[src/rtl/ex_hazard_ctrl.sv]
// EX-stage hazard control: operand forwarding, load-use interlock,
// and multi-cycle op sequencing with timeout and redirect abort.
module ex_hazard_ctrl #(
    parameter int MC_TIMEOUT = 64
) (
    input  logic       clk,
    input  logic       rst,
    input  logic       dec_valid,
    input  logic [4:0] dec_rs1,
    input  logic [4:0] dec_rs2,
    input  logic [4:0] dec_rd,
    input  logic       dec_is_load,
    input  logic       dec_is_mc,
    input  logic       mc_done,
    input  logic       redirect,
    output logic       stall,
    output logic       flush_ex,
    output logic [1:0] fwd_src1,
    output logic [1:0] fwd_src2,
    output logic       mc_start,
    output logic       mc_abort,
    output logic       mc_timeout
);

    typedef struct packed {
        logic       valid;
        logic [4:0] rd;
        logic       is_load;
    } slot_t;

    typedef enum logic {RUN, MC_BUSY} state_t;

    localparam logic [7:0] LAST = 8'(MC_TIMEOUT - 1);

    state_t     state;
    slot_t      ex_q;
    slot_t      mem_q;
    logic [7:0] cnt;
    logic       to_q;

    logic       busy;
    logic       load_use;
    logic       stall_c;
    logic       flush_c;
    logic       issue;
    logic       start_c;
    logic       tmo_hit;
    logic       abort_c;

    function automatic logic hit(slot_t s, logic [4:0] rs);
        return s.valid && (s.rd != 5'd0) && (s.rd == rs);
    endfunction

    function automatic logic [1:0] src(slot_t ex, slot_t mem,
                                       logic [4:0] rs);
        logic [1:0] r;
        r = 2'd0;
        if (hit(ex, rs) && !ex.is_load)
            r = 2'd1;
        else if (hit(mem, rs))
            r = 2'd2;
        return r;
    endfunction

    assign busy     = (state == MC_BUSY);
    assign load_use = !busy && !redirect && dec_valid && ex_q.is_load
                      && (hit(ex_q, dec_rs1) || hit(ex_q, dec_rs2));
    assign stall_c  = !redirect && (busy || load_use);
    assign flush_c  = redirect || load_use;
    assign issue    = dec_valid && !stall_c && !redirect;
    assign start_c  = issue && dec_is_mc;
    assign tmo_hit  = busy && !redirect && !mc_done && (cnt == LAST);
    assign abort_c  = (busy && redirect) || tmo_hit;

    // Combinational outputs are forced low while reset is held.
    assign stall      = rst && stall_c;
    assign flush_ex   = rst && flush_c;
    assign mc_start   = rst && start_c;
    assign mc_abort   = rst && abort_c;
    assign fwd_src1   = rst ? src(ex_q, mem_q, dec_rs1) : 2'd0;
    assign fwd_src2   = rst ? src(ex_q, mem_q, dec_rs2) : 2'd0;
    assign mc_timeout = to_q;

    // Slots freeze while a multi-cycle op holds EX.
    always_ff @(posedge clk or negedge rst) begin
        if (!rst) begin
            ex_q  <= '0;
            mem_q <= '0;
        end else if (redirect) begin
            ex_q  <= '0;
            mem_q <= '0;
        end else if (!busy) begin
            mem_q <= ex_q;
            if (issue)
                ex_q <= '{valid: 1'b1, rd: dec_rd, is_load: dec_is_load};
            else
                ex_q <= '0;
        end
    end

    always_ff @(posedge clk or negedge rst) begin
        if (!rst) begin
            state <= RUN;
            cnt   <= 8'd0;
            to_q  <= 1'b0;
        end else begin
            unique case (state)
                RUN: begin
                    if (start_c) begin
                        state <= MC_BUSY;
                        cnt   <= 8'd0;
                    end
                end
                MC_BUSY: begin
                    if (redirect || mc_done || cnt == LAST)
                        state <= RUN;
                    else
                        cnt <= cnt + 8'd1;
                    if (tmo_hit)
                        to_q <= 1'b1;
                end
            endcase
        end
    end

endmodule

[config.mk]
export PLATFORM = sky130hd
export DESIGN_NAME = ex_hazard_ctrl
export DESIGN_NICKNAME = d
export VERILOG_FILES = /design/src/rtl/ex_hazard_ctrl.sv
export SDC_FILE = /design/constraint.sdc
export NUM_CORES = 1
export LEC_CHECK = 0
export ABC_AREA = 1
export CORE_ASPECT_RATIO = 1.4
export CORE_MARGIN = 5
export CORE_UTILIZATION = 35
export CTS_BUF_LIST = sky130_fd_sc_hd__clkbuf_4
export DETAILED_ROUTE_END_ITERATION = 6
export HOLD_SLACK_MARGIN = 0.02
export PLACE_DENSITY = 0.67
export SLEW_MARGIN = 20
export SYNTH_ARGS = -nofsm -noshare
export SYNTH_HDL_FRONTEND = slang
export SYNTH_SLANG_ARGS = --single-unit
[constraint.sdc]
create_clock -name clk -period 3.2 [get_ports clk]
set_input_delay 0.64 -clock clk [delete_from_list [all_inputs] [get_ports clk]]
set_output_delay 0.64 -clock clk [all_outputs]
set_load 0.01 [all_outputs]
==> results.toml <==
[status]
outcome = "finished, final reports clean"

[global_route]
grt_antenna_before_repair = 0
grt_pass1_vias = 1384
first_pass_grt_wire_length_um = 6090
global_route_total_usage_across_every_layer = 0.133
maximum_number_of_pins_on_one_net_before_global_route_repair = 14
grt_remaining_overflow = 0

[timing]
timing.final.max_slew_violations = 0
fin_skew_ps = 7.32
fin_crit_sh = 0.918
slew_headroom = 0.789
number_of_setup_violations_in_the_final_report = 0
post-route-worst-setup-slack_ps = 264
grt_setup_unrepaired = "false"
fin_crit_ps = 2940
max_slew.worst_pin.slew_ps = 316
hold_viol = 0
max_freq_mhz = 341

[route]
dr.max_layer_used = "met4"
routed-wl-met3_um = 182
vias_after_detailed_routing = 1362
wirelength_met1_um = 1430
routedWlPerCell_um = 13.1
post_route_drc_violation_count = 0
detailedRoute.firstPassIterationCount = 4
drt_first_iter_violations = 57
wl_met2_um = 1870
drt-total-wl_um = 3550
post_route_ant_nets = 0
vias_per_cell = 5.01

[worst_setup_path]
rr_endpoint = "cnt[6]"
crit_chain = "clkdlybuf4s50_1 -> xnor2_1 -> nand2_1 -> nor2_1 -> nand4_1 -> nor2_1 -> clkdlybuf4s50_1"
crit_arrival_ps = 2300
timing_worst_setup_path_type = "input port to output port"
required_ps = 2560
worst_setup_path_start_kind = "input port"
timing.critical_path.fanout_max = 2
timing.critical_path.to_type = "output port"
reg2reg_slack_ps = 1380
worstPathBufferInverterCount = 2
critPathMaxStageDelay_ps = 540
r2r_start = "ex_q[2]"
critical_path.slowest_cell = "sky130_fd_sc_hd__clkdlybuf4s50_1"
critPathTopFamily = "buffers and inverters"
ff2ff_path_depth = 14

[power]
power_density_nw_per_um2 = 298
netsw_uw = 154
switching_share = 0.272
cell_internal_pwr_uw = 411
static-leakage-power_nw = 0.978
share_comb_of_total_power = 0.201
vdd_drop_max_mv = 0.244
share_clk_of_total_power = 0.249
p_seq_frac = 0.550
power_uw = 565

[floorplanning]
fp.dieH_um = 86.0
row_count = 27
x_dimension_of_the_die_um = 64.3
die_area_um2 = 5530
io-pin-count = 31
core-area_um2 = 3950
start_util = 0.365

[clock_network]
numCtsBuffers = 3
cts_tree = "done"
cts_root_buf = "sky130_fd_sc_hd__clkbuf_4"
cts_buffer_depth = 2
post_cts_hold_buffer_count = 0
clk_pin_slew_worst_paths_ps = 130
post-cts-setup-buffer-count = 0
worst_skew_pair.late_latency_ps = 300
cts-htree-levels = 1
cts_sinks = 23

[synthesis]
post-synth-top-count-cell = "sky130_fd_sc_hd__nand2_1"
ys_top_cells_by_area = "sky130_fd_sc_hd__dfrtp_1 40%, sky130_fd_sc_hd__nand2_1 10%, sky130_fd_sc_hd__nand3_1 7.6%"
syn_area_um2 = 1440
ys.flop_type = "sky130_fd_sc_hd__dfrtp_1"
sequential_area_share_after_synthesis = 0.399
netlist_instances = 188
yosys-top-cells-count = "39 x sky130_fd_sc_hd__nand2_1, 25 x sky130_fd_sc_hd__inv_1, 23 x sky130_fd_sc_hd__dfrtp_1"
asyncSetResetFlopFracSynth = 1.00
synth_enable_flop_cells = 0
synth_nets = 211
ys_warn_count = 0
synth_register_bits = 23
synth_largest_area_cell = "sky130_fd_sc_hd__dfrtp_1"
syn_avg_cell_area_um2 = 7.68
synth.top_cell.area_share = 0.399
yosys.cell_types.count = 25

[hold_path]
hp-class = "input port to async pin"

[final_layout]
final_layout_size_suffix_gt1_frac = 0.109
layout.nets = 253
layout-area-overhead-vs-synth_pct = 31.4
utilization = 0.480
diodes = 0

[place]
dp_hpwl_um = 2820
port_bufs = 30
pre_cts_slack_ps = -21.0
place_congestion = 0.871

[job]
max-cap-violations = 0
## worst reg2reg max path, cell delays in order, from the launching register on
cell	delay, ps
sky130_fd_sc_hd__dfrtp_1	440
sky130_fd_sc_hd__inv_1	150
sky130_fd_sc_hd__nand2_1	60
sky130_fd_sc_hd__nand2_1	50
sky130_fd_sc_hd__nand2_1	60
sky130_fd_sc_hd__nor2_2	110
sky130_fd_sc_hd__nand3_1	100
sky130_fd_sc_hd__nand2_2	100
sky130_fd_sc_hd__nand2_4	50
sky130_fd_sc_hd__buf_4	170
sky130_fd_sc_hd__nand3_4	60
sky130_fd_sc_hd__buf_4	170
sky130_fd_sc_hd__nand2_4	100
sky130_fd_sc_hd__nand2_1	70
sky130_fd_sc_hd__nand2_1	50
## per-layer routing
| layer | GRT usage | vias up |
|---|---|---|
| li1 | - | 697 |
| met1 | 0.152 | 630 |
| met2 | 0.241 | 29 |
| met3 | 0.0249 | 6 |
| met4 | 0.0463 | 0 |
| met5 | 0 | - |
## area by class of cell
| cell class | count | area, um2 |
|---|---|---|
| Tap cell | 43 | 53.8 |
| Inverter | 27 | 101 |
| Sequential cell | 23 | 576 |
| Multi-Input combinational cell | 137 | 769 |
| Clock buffer | 4 | 30.0 |
| Fill cell | 407 | 2060 |
| Timing Repair Buffer | 38 | 367 |
## metrics by stage
| step | setup TNS, ps | hold WS, ps | area (um2) | cells |
|---|---|---|---|---|
| after floorplan | 0 | 344 | 1440 | 188 |
| after global placement | -17.4 | 453 | 1850 | 268 |
| after detailed placement | -21.0 | 458 | 1850 | 268 |
| after CTS | 0 | 490 | 1880 | 272 |
| after global routing | 0 | 185 | 1900 | 272 |
| final | 0 | 185 | 1900 | 272 |
## state kept, by name (all words and copies together) (netlist names)
name and flops:
busy 1, ex_q 7, mc_timeout 1, cnt 8, mem_q 6
## repair_timing
action,CTS,global route
resized for setup,1,5
endpoints found under the hold margin,0,0
endpoints found under the setup margin,1,3
## cells by family after synthesis
group	after synthesis	share of synthesized area
compound gates	25	0.0944
xor+xnor	15	0.0910
fa+ha+maj	1	0.00866
buf+inv	28	0.0728
simple gates	96	0.334
flops	23	0.399
## worst max path at each step
stage,startpoint,to,slack [ps],cells past startpoint
CTS,dec_rs1[3],mc_start,7,10
detailed placement,dec_rs1[0],stall,-20,9
global route,cnt[0],mc_abort,50,8
global placement,dec_rs1[0],stall,-20,9
finish,dec_rs2[2],fwd_src2[0],260,7
floorplan,dec_rs1[1],stall,1020,9
## layout by cell type (no fill, tap or decap)
master                            count
sky130_fd_sc_hd__nor3_1               1
sky130_fd_sc_hd__nand3_1             22
sky130_fd_sc_hd__xnor2_1              4
sky130_fd_sc_hd__nand2_4              2
sky130_fd_sc_hd__nor3_4               1
sky130_fd_sc_hd__dfrtp_1             23
sky130_fd_sc_hd__buf_4                8
sky130_fd_sc_hd__nor4_1               2
sky130_fd_sc_hd__inv_1               25
sky130_fd_sc_hd__nand2_2              2
sky130_fd_sc_hd__o22ai_1              5
sky130_fd_sc_hd__dlymetal6s2s_1       3
sky130_fd_sc_hd__inv_2                2
sky130_fd_sc_hd__a211oi_1             2
sky130_fd_sc_hd__nor2_2               2
sky130_fd_sc_hd__nand3_4              1
sky130_fd_sc_hd__nand2_1             39
sky130_fd_sc_hd__clkdlybuf4s50_1     26
sky130_fd_sc_hd__clkbuf_4             4
sky130_fd_sc_hd__nand3b_4             1
sky130_fd_sc_hd__a21oi_2              1
sky130_fd_sc_hd__nor3_2               1
sky130_fd_sc_hd__a21oi_1              2
sky130_fd_sc_hd__nand4_1              4
sky130_fd_sc_hd__nor2_1              16
sky130_fd_sc_hd__o21ai_0             15
sky130_fd_sc_hd__dlygate4sd2_1        1
sky130_fd_sc_hd__ha_1                 1
sky130_fd_sc_hd__nor3b_1              2
sky130_fd_sc_hd__xor2_1              11
## power by group through the flow
stage	Clock, mW	Combinational (mW)	Sequential [mW]
5_1_grt	0.161	0.126	0.313
6_report	0.141	0.114	0.311
3_5_place_dp	0	0.113	0.316
4_1_cts	0.148	0.114	0.311
2_1_floorplan	0	0.0543	0.314
3_3_place_gp	0	0.113	0.316
No activity file was read; power rests on OpenSTA's default activity.
